[src/rtl/clcd_pkg.sv]
// Shared constants, state encodings and helpers for the character-LCD controller.
package clcd_pkg;

  localparam logic [7:0] CMD_FUNC_SET = 8'h38;
  localparam logic [7:0] CMD_DISP_ON  = 8'h0C;
  localparam logic [7:0] CMD_CLEAR    = 8'h01;
  localparam logic [7:0] CMD_ENTRY    = 8'h06;
  localparam logic [7:0] CMD_LINE0    = 8'h80;
  localparam logic [7:0] CMD_LINE1    = 8'hC0;
  localparam logic [7:0] CHAR_SPACE   = 8'h20;

  typedef enum logic [1:0] {
    StPwrWait,
    StInit,
    StIdle,
    StRefresh
  } top_state_e;

  typedef enum logic [2:0] {
    BusIdle,
    BusSetup,
    BusEHi,
    BusWait,
    BusDone
  } bus_state_e;

  // Power-on command sequence, indexed 0..4.
  function automatic logic [7:0] init_cmd(input logic [5:0] idx);
    case (idx)
      6'd0, 6'd1: init_cmd = CMD_FUNC_SET;
      6'd2:       init_cmd = CMD_DISP_ON;
      6'd3:       init_cmd = CMD_CLEAR;
      default:    init_cmd = CMD_ENTRY;
    endcase
  endfunction

  // Counter width able to reach (largest cycle count - 1).
  function automatic int unsigned cnt_width(input int unsigned a, input int unsigned b,
                                            input int unsigned c, input int unsigned d);
    int unsigned m;
    m = a;
    if (b > m) m = b;
    if (c > m) m = c;
    if (d > m) m = d;
    return (m < 2) ? 1 : $clog2(m);
  endfunction

endpackage

[src/rtl/clcd_bus_cycle.sv]
// One LCD bus write per start/done handshake: 2-cycle setup, E pulse, settle wait, done.
module clcd_bus_cycle
  import clcd_pkg::*;
#(
  parameter int unsigned E_HIGH_CYC   = 16,
  parameter int unsigned CMD_WAIT_CYC = 2500,
  parameter int unsigned CLR_WAIT_CYC = 100000,
  parameter int unsigned CntW         = 20
) (
  input  logic       clk,
  input  logic       RESET,
  input  logic       start,
  input  logic       rs,
  input  logic [7:0] data,
  input  logic       long_wait,
  output logic       done,
  output logic       CLCD_RS,
  output logic       CLCD_RW,
  output logic       CLCD_E,
  output logic [7:0] CLCD_DQ
);

  localparam logic [CntW-1:0] SetupLast = CntW'(1);
  localparam logic [CntW-1:0] EHiLast   = CntW'(E_HIGH_CYC - 1);
  localparam logic [CntW-1:0] CmdLast   = CntW'(CMD_WAIT_CYC - 1);
  localparam logic [CntW-1:0] ClrLast   = CntW'(CLR_WAIT_CYC - 1);

  bus_state_e      state_q;
  logic [CntW-1:0] cnt_q;
  logic            rs_q;
  logic            e_q;
  logic            long_q;
  logic [7:0]      dq_q;
  logic [CntW-1:0] wait_last;

  assign wait_last = long_q ? ClrLast : CmdLast;

  always_ff @(posedge clk) begin
    if (RESET) begin
      state_q <= BusIdle;
      cnt_q   <= '0;
      rs_q    <= 1'b0;
      e_q     <= 1'b0;
      long_q  <= 1'b0;
      dq_q    <= 8'h00;
    end else begin
      unique case (state_q)
        // Done also accepts a start so back-to-back bytes leave no idle gap.
        BusIdle, BusDone: begin
          if (start) begin
            state_q <= BusSetup;
            cnt_q   <= '0;
            rs_q    <= rs;
            dq_q    <= data;
            long_q  <= long_wait;
          end else begin
            state_q <= BusIdle;
          end
        end
        BusSetup: begin
          if (cnt_q == SetupLast) begin
            state_q <= BusEHi;
            cnt_q   <= '0;
            e_q     <= 1'b1;
          end else begin
            cnt_q <= cnt_q + CntW'(1);
          end
        end
        BusEHi: begin
          if (cnt_q == EHiLast) begin
            state_q <= BusWait;
            cnt_q   <= '0;
            e_q     <= 1'b0;
          end else begin
            cnt_q <= cnt_q + CntW'(1);
          end
        end
        BusWait: begin
          if (cnt_q == wait_last) begin
            state_q <= BusDone;
            cnt_q   <= '0;
          end else begin
            cnt_q <= cnt_q + CntW'(1);
          end
        end
        default: state_q <= BusIdle;
      endcase
    end
  end

  assign done    = (state_q == BusDone);
  assign CLCD_RS = rs_q;
  assign CLCD_RW = 1'b0;
  assign CLCD_E  = e_q;
  assign CLCD_DQ = dq_q;

endmodule

[src/rtl/clcd_ctrl.sv]
// 2x16 character-LCD controller: power-on init, then full repaint whenever the buffer changes.
// Define CLCD_RDBACK_EN to add a registered buffer read port (rd_addr/rd_data).
module clcd_ctrl
  import clcd_pkg::*;
#(
  parameter int unsigned CLK_HZ       = 50000000,
  parameter int unsigned PWR_WAIT_CYC = CLK_HZ / 1000 * 15,
  parameter int unsigned E_HIGH_CYC   = 16,
  parameter int unsigned CMD_WAIT_CYC = CLK_HZ / 20000,
  parameter int unsigned CLR_WAIT_CYC = CLK_HZ / 500
) (
  input  logic       clk,
  input  logic       RESET,
  input  logic       wr_en,
  input  logic [4:0] wr_addr,
  input  logic [7:0] wr_data,
`ifdef CLCD_RDBACK_EN
  input  logic [4:0] rd_addr,
  output logic [7:0] rd_data,
`endif
  output logic       busy,
  output logic       CLCD_RS,
  output logic       CLCD_RW,
  output logic       CLCD_E,
  output logic [7:0] CLCD_DQ
);

  localparam int unsigned CntW = cnt_width(PWR_WAIT_CYC, E_HIGH_CYC, CMD_WAIT_CYC, CLR_WAIT_CYC);
  localparam logic [CntW-1:0] PwrLast     = CntW'(PWR_WAIT_CYC - 1);
  localparam logic [5:0]      InitLastIdx = 6'd4;
  localparam logic [5:0]      RefLastIdx  = 6'd33;

  top_state_e      state_q;
  logic [CntW-1:0] pwr_cnt_q;
  logic [5:0]      idx_q;
  logic            dirty_q, dirty_d;
  logic            busy_q, busy_d;
  logic [7:0]      char_q [32];

  logic            start;
  logic [5:0]      issue_idx;
  logic [4:0]      pos;
  logic            bus_rs;
  logic [7:0]      bus_data;
  logic            long_wait;
  logic            bus_done;
  logic            idle_next;

  // Which byte goes out next and whether to launch it this cycle.
  always_comb begin
    start     = 1'b0;
    issue_idx = '0;
    unique case (state_q)
      StPwrWait: start = (pwr_cnt_q == PwrLast);
      StInit: begin
        issue_idx = idx_q + 6'd1;
        start     = bus_done && (idx_q != InitLastIdx);
      end
      StIdle:    start = dirty_q;
      StRefresh: begin
        issue_idx = idx_q + 6'd1;
        start     = bus_done && (idx_q != RefLastIdx);
      end
      default: start = 1'b0;
    endcase
  end

  // Refresh byte 0 is the line-0 address, 17 the line-1 address, the rest are characters.
  always_comb begin
    pos      = (issue_idx <= 6'd16) ? 5'(issue_idx - 6'd1) : 5'(issue_idx - 6'd2);
    bus_rs   = 1'b0;
    bus_data = init_cmd(issue_idx);
    if (state_q == StIdle || state_q == StRefresh) begin
      if (issue_idx == 6'd0) begin
        bus_data = CMD_LINE0;
      end else if (issue_idx == 6'd17) begin
        bus_data = CMD_LINE1;
      end else begin
        bus_rs   = 1'b1;
        bus_data = char_q[pos];
      end
    end
    long_wait = !bus_rs && (bus_data == CMD_CLEAR);
  end

  always_comb begin
    dirty_d   = wr_en | (dirty_q & (state_q != StIdle));
    idle_next = ((state_q == StIdle) & ~dirty_q)
              | ((state_q == StInit) & bus_done & (idx_q == InitLastIdx))
              | ((state_q == StRefresh) & bus_done & (idx_q == RefLastIdx));
    busy_d    = ~(idle_next & ~dirty_d);
  end

  always_ff @(posedge clk) begin
    if (RESET) begin
      for (int i = 0; i < 32; i++) char_q[i] <= CHAR_SPACE;
    end else if (wr_en) begin
      char_q[wr_addr] <= wr_data;
    end
  end

  always_ff @(posedge clk) begin
    if (RESET) begin
      state_q   <= StPwrWait;
      pwr_cnt_q <= '0;
      idx_q     <= '0;
      dirty_q   <= 1'b1;
      busy_q    <= 1'b1;
    end else begin
      dirty_q <= dirty_d;
      busy_q  <= busy_d;
      unique case (state_q)
        StPwrWait: begin
          if (start) begin
            state_q <= StInit;
            idx_q   <= '0;
          end else begin
            pwr_cnt_q <= pwr_cnt_q + CntW'(1);
          end
        end
        StInit: begin
          if (bus_done) begin
            if (idx_q == InitLastIdx) state_q <= StIdle;
            else                      idx_q   <= issue_idx;
          end
        end
        StIdle: begin
          if (dirty_q) begin
            state_q <= StRefresh;
            idx_q   <= '0;
          end
        end
        StRefresh: begin
          if (bus_done) begin
            if (idx_q == RefLastIdx) state_q <= StIdle;
            else                     idx_q   <= issue_idx;
          end
        end
        default: state_q <= StPwrWait;
      endcase
    end
  end

  assign busy = busy_q;

  clcd_bus_cycle #(
    .E_HIGH_CYC  (E_HIGH_CYC),
    .CMD_WAIT_CYC(CMD_WAIT_CYC),
    .CLR_WAIT_CYC(CLR_WAIT_CYC),
    .CntW        (CntW)
  ) u_bus (
    .clk      (clk),
    .RESET    (RESET),
    .start    (start),
    .rs       (bus_rs),
    .data     (bus_data),
    .long_wait(long_wait),
    .done     (bus_done),
    .CLCD_RS  (CLCD_RS),
    .CLCD_RW  (CLCD_RW),
    .CLCD_E   (CLCD_E),
    .CLCD_DQ  (CLCD_DQ)
  );

`ifdef CLCD_RDBACK_EN
  logic [7:0] rd_data_q;

  // Reads the pre-write value when a write hits the same address this cycle.
  always_ff @(posedge clk) begin
    if (RESET) rd_data_q <= CHAR_SPACE;
    else       rd_data_q <= char_q[rd_addr];
  end

  assign rd_data = rd_data_q;
`else
  // Write-only buffer: no read port.
`endif

endmodule

[config.mk]
export PLATFORM = sky130hd
export DESIGN_NAME = clcd_ctrl
export DESIGN_NICKNAME = d
export VERILOG_FILES = /design/src/rtl/clcd_pkg.sv /design/src/rtl/clcd_bus_cycle.sv /design/src/rtl/clcd_ctrl.sv
export SDC_FILE = /design/constraint.sdc
export NUM_CORES = 1
export LEC_CHECK = 0
export ABC_CLOCK_PERIOD_IN_PS = 7900
export BUFFER_PORTS_ARGS = -buffer_cell sky130_fd_sc_hd__buf_2
export CORE_MARGIN = 5
export CORE_UTILIZATION = 50
export CTS_CLUSTER_SIZE = 10
export DETAILED_ROUTE_END_ITERATION = 12
export HOLD_SLACK_MARGIN = 0.02
export MAX_ROUTING_LAYER = met4
export PLACE_DENSITY = 0.76
export REMOVE_ABC_BUFFERS = 1
export SYNTH_ARGS = -nofsm -noshare
export SYNTH_HDL_FRONTEND = slang
export SYNTH_HIERARCHICAL = 1
export SYNTH_SLANG_ARGS = --single-unit
[constraint.sdc]
create_clock -name clk -period 7.9 [get_ports clk]
set_input_delay 2.37 -clock clk [delete_from_list [all_inputs] [get_ports clk]]
set_output_delay 2.37 -clock clk [all_outputs]
set_load 0.05 [all_outputs]
==> impl_metrics.py <==
metrics = {
    "outcome": {
        "outcome": "finished, final reports clean",
    },
    "floorplan": {
        "core_region_area_um2": 32400,
        "chipHeight_um": 191,
        "io_pins": 28,
        "core.rowCount": 66,
        "dieWidth_um": 191,
        "die-area_um2": 36400,
        "initial_utilization_pct": 50.5,
    },
    "timing": {
        "finalSetupTns_ps": 0,
        "achievable-frequency_ghz": 0.201,
        "report.final.slew_viol_count": 0,
        "grt_setup_unrepaired": "no",
        "report.final.setup_viol": 0,
        "finClkSkew_ps": 22.2,
        "max_transition_margin_pct": 5.51,
        "part_of_the_cycle_the_worst_path_needs_pct": 62.9,
        "timing.final.hold_violations": 0,
        "timing.final.crit_period_ps": 4970,
        "final.setup.worst_slack_ps": 2930,
        "tightestPinTransition_ps": 1410,
    },
    "routing": {
        "drtPass1Iterations": 5,
        "wl_met1_um": 17400,
        "average_routed_wire_per_standard_cell_um": 21.2,
        "final_wirelength_um": 42000,
        "drt_drc_violations_left": 0,
        "drt_iter0_markers": 1312,
        "dr.max_layer_used": "met4",
        "route.vias.total": 11800,
        "antenna_violating_nets_post_route": 0,
        "dr_wl_met2_um": 19200,
        "met3RoutedLength_um": 4000,
        "viasPerCell": 5.93,
    },
    "layout": {
        "fraction_of_layout_cells_with_a_size_suffix_above_1_pct": 10.5,
        "diodes": 0,
        "final_net_count": 1541,
        "flow.area_growth_from_synthesis_pct": 8.82,
    },
    "yosys": {
        "postSynthCellCount": 1534,
        "synth_commonest_cells": "sky130_fd_sc_hd__edfxtp_1, sky130_fd_sc_hd__and2_1, sky130_fd_sc_hd__nand2_1, sky130_fd_sc_hd__nor2_1, sky130_fd_sc_hd__mux2i_1",
        "yosys_warnings": 6,
        "post_synth.cell_area_avg_um2": 10.6,
        "synth_ff_type": "sky130_fd_sc_hd__edfxtp_1",
        "yosysMostFrequentCell": "sky130_fd_sc_hd__edfxtp_1",
        "synth.distinct_cells": 83,
        "synth_top_cell_by_area": "sky130_fd_sc_hd__edfxtp_1",
        "share_of_the_synthesized_area_in_the_top_cell_type_pct": 47.1,
        "ff_latch_count_synth": 320,
        "mapped_area_um2": 16300,
        "synth-edff-count": 256,
        "synth_top_cells_by_area": "sky130_fd_sc_hd__edfxtp_1, sky130_fd_sc_hd__and2_1, sky130_fd_sc_hd__dfxtp_1",
        "ys_seq_area_share_pct": 54.9,
        "share_of_flip_flops_with_an_asynchronous_set_or_reset_pct": 0,
    },
    "global_route": {
        "globalRouteOverflowTotal": 0,
        "track_usage_pct": 23.6,
        "antenna_found_initial": 0,
        "wire_length_of_the_first_global_routing_pass_um": 64700,
        "grt_max_degree": 70,
        "via_count_of_the_first_global_routing_pass": 11400,
    },
    "worst_hold_path": {
        "holdPathEnd": "u_bus/CLCD_DQ[5]",
        "min_path_cells": 2,
        "hp-start": "u_bus/CLCD_DQ[5]",
        "worstHoldPathType": "register to register",
    },
    "placed_design": {
        "dp_hpwl_um": 26400,
        "post_place_setup_slack_ps": 2820,
        "port_bufs": 26,
        "gp_congestion": 0.932,
    },
    "power_and_ir_drop": {
        "power.density_nw_per_um2": 213,
        "peakVddDrop_mv": 0.168,
        "p_leak_nw": 6.50,
    },
    "worst_setup_path": {
        "setup.worst_path.start_class": "register",
        "worst-r2r-cell-count": 14,
        "maximum_net_fanout_on_the_critical_path": 68,
        "worst_ep_required_time_ps": 8280,
        "worst_setup_path_end_kind": "register",
        "cpMaxStageDelayCell": "sky130_fd_sc_hd__buf_4",
        "critPathMaxStageDelay_ps": 720,
        "reg2reg_to": "u_bus/CLCD_DQ[6]",
        "cp.depth": 14,
        "reg2reg_slack_ps": 2930,
        "path_cells": "inv_1 > ha_1 > nand2_1 > ha_1 > a211o_1 > o211a_4 > buf_4 > mux2_1 > a2111oi_0 > nor4_1 > a222oi_1 > o22ai_1 > nand2_1 > a21oi_1",
        "path_buf_inv": 2,
        "crit_type": "register to register",
        "timing.rr.start": "idx_q[0]",
        "crit_arrival_ps": 5350,
        "worst_path_dominant_cell_family": "compound AO/OA/AOI/OAI gates",
    },
    "cts": {
        "htree_levels": 2,
        "clk_pin_slew_ps": 50,
        "cts_repair_resize_count": 0,
        "ctsLongestPathBuffers": 3,
        "tritoncts.num_buffers": 38,
        "cts-hold-fix-buffers": 0,
        "setup_fix_buffers_added_after_clock_tree_synthesis": 0,
        "tritoncts": "done",
        "worstSkewPairLatency_ps": 530,
        "clock_sinks": 320,
        "clock-root-buffer": "sky130_fd_sc_hd__clkbuf_16",
    },
    "run": {
        "cap_viol_max_count": 0,
    },
}
-- sequential cells by signal (all words and copies together) (netlist names) --
signal	count
dirty_q	1
u_bus/CLCD_DQ	8
state_q	2
u_bus/long_q	1
u_bus/CLCD_E	1
u_bus/CLCD_RS	1
u_bus/state_q	3
char_q	256
idx_q	6
busy	1
u_bus/cnt_q	20
pwr_cnt_q	20
-- cell type report --
cell class / count / area, um^2
clock inverter: 2 / 36.3
timing repair buffer: 34 / 190
clock buffer: 66 / 1090
tap: 442 / 553
sequential: 320 / 8970
fill: 2784 / 14600
multi-input combinational: 1097 / 6860
inverter: 20 / 75.1
-- worst reg2reg max path, stage by stage, from the launching register on --
cell,delay [ps]
sky130_fd_sc_hd__dfxtp_1,510
sky130_fd_sc_hd__inv_1,110
sky130_fd_sc_hd__ha_1,300
sky130_fd_sc_hd__nand2_1,230
sky130_fd_sc_hd__ha_1,490
sky130_fd_sc_hd__a211o_1,440
sky130_fd_sc_hd__o211a_4,340
sky130_fd_sc_hd__buf_4,720
sky130_fd_sc_hd__mux2_1,450
sky130_fd_sc_hd__a2111oi_0,470
sky130_fd_sc_hd__nor4_1,150
sky130_fd_sc_hd__a222oi_1,330
sky130_fd_sc_hd__o22ai_1,140
sky130_fd_sc_hd__nand2_1,90
sky130_fd_sc_hd__a21oi_1,70
-- report_power, final --
part           switching (W)  internal (W)  leakage [nW]
registers          0.0000376       0.00190          2.97
clock network       0.000667      0.000933         0.536
logic               0.000189     0.0000682          2.99
-- cell families after synthesis --
| kind of cell | count (synthesis) | share of synthesized area, % |
|---|---|---|
| and+or+nand+nor | 778 | 25.2 |
| DFF | 320 | 54.9 |
| AOI/OAI and AO/OA | 190 | 8.60 |
| buffers and inverters | 117 | 3.16 |
| muxes | 95 | 6.05 |
| xor gates and xnor gates | 19 | 1.02 |
| adders and majority gates | 14 | 1.07 |
| other | 1 | 0.0230 |
-- cell usage in the layout, fill, tap and decap left out, types with 34 or more instances in the layout --
master                      synthesis  final
sky130_fd_sc_hd__a21oi_1           34     34
sky130_fd_sc_hd__and2_1           234    234
sky130_fd_sc_hd__clkbuf_16          0     38
sky130_fd_sc_hd__dfxtp_1           64     64
sky130_fd_sc_hd__edfxtp_1         256    256
sky130_fd_sc_hd__mux2i_1           67     67
sky130_fd_sc_hd__nand2_1          191    191
sky130_fd_sc_hd__nand3_1           62     62
sky130_fd_sc_hd__nor2_1            99     98
sky130_fd_sc_hd__or2_2             35     35
sky130_fd_sc_hd__or3_1             54     54
-- how the worst max path moves through the flow --
stage	start	endpoint	slack [ps]
5_1_grt	state_q[0]	u_bus/CLCD_DQ[2]	2610
2_1_floorplan	idx_q[0]	u_bus/CLCD_DQ[6]	3230
4_1_cts	state_q[0]	u_bus/CLCD_DQ[3]	2970
6_report	idx_q[0]	u_bus/CLCD_DQ[6]	2930
3_3_place_gp	RESET	char_q[15][1]	2940
3_5_place_dp	RESET	char_q[15][5]	2820
-- metrics by stage --
| stage | hold slack (ps) | instance area [um^2] | std cells | util, % | power [W] |
|---|---|---|---|---|---|
| floorplan | 443 | 15900 | 1437 | - | 0.00211 |
| global placement | 446 | 16700 | 1913 | 51.4 | 0.00221 |
| detailed placement | 451 | 16700 | 1913 | 51.4 | 0.00222 |
| CTS | 460 | 17800 | 1981 | 54.9 | 0.00380 |
| global route | 476 | 17800 | 1981 | 54.9 | 0.00391 |
| finish | 464 | 17800 | 1981 | 54.9 | 0.00379 |
-- routing by layer --
metal  up-vias  global-route usage (%)
met3       111                    4.80
met1      5601                    31.5
li1       5481                       -
met5         -                       -
met4         0                    7.49
met2       560                    36.6
No activity file was read; power rests on OpenSTA's default activity.
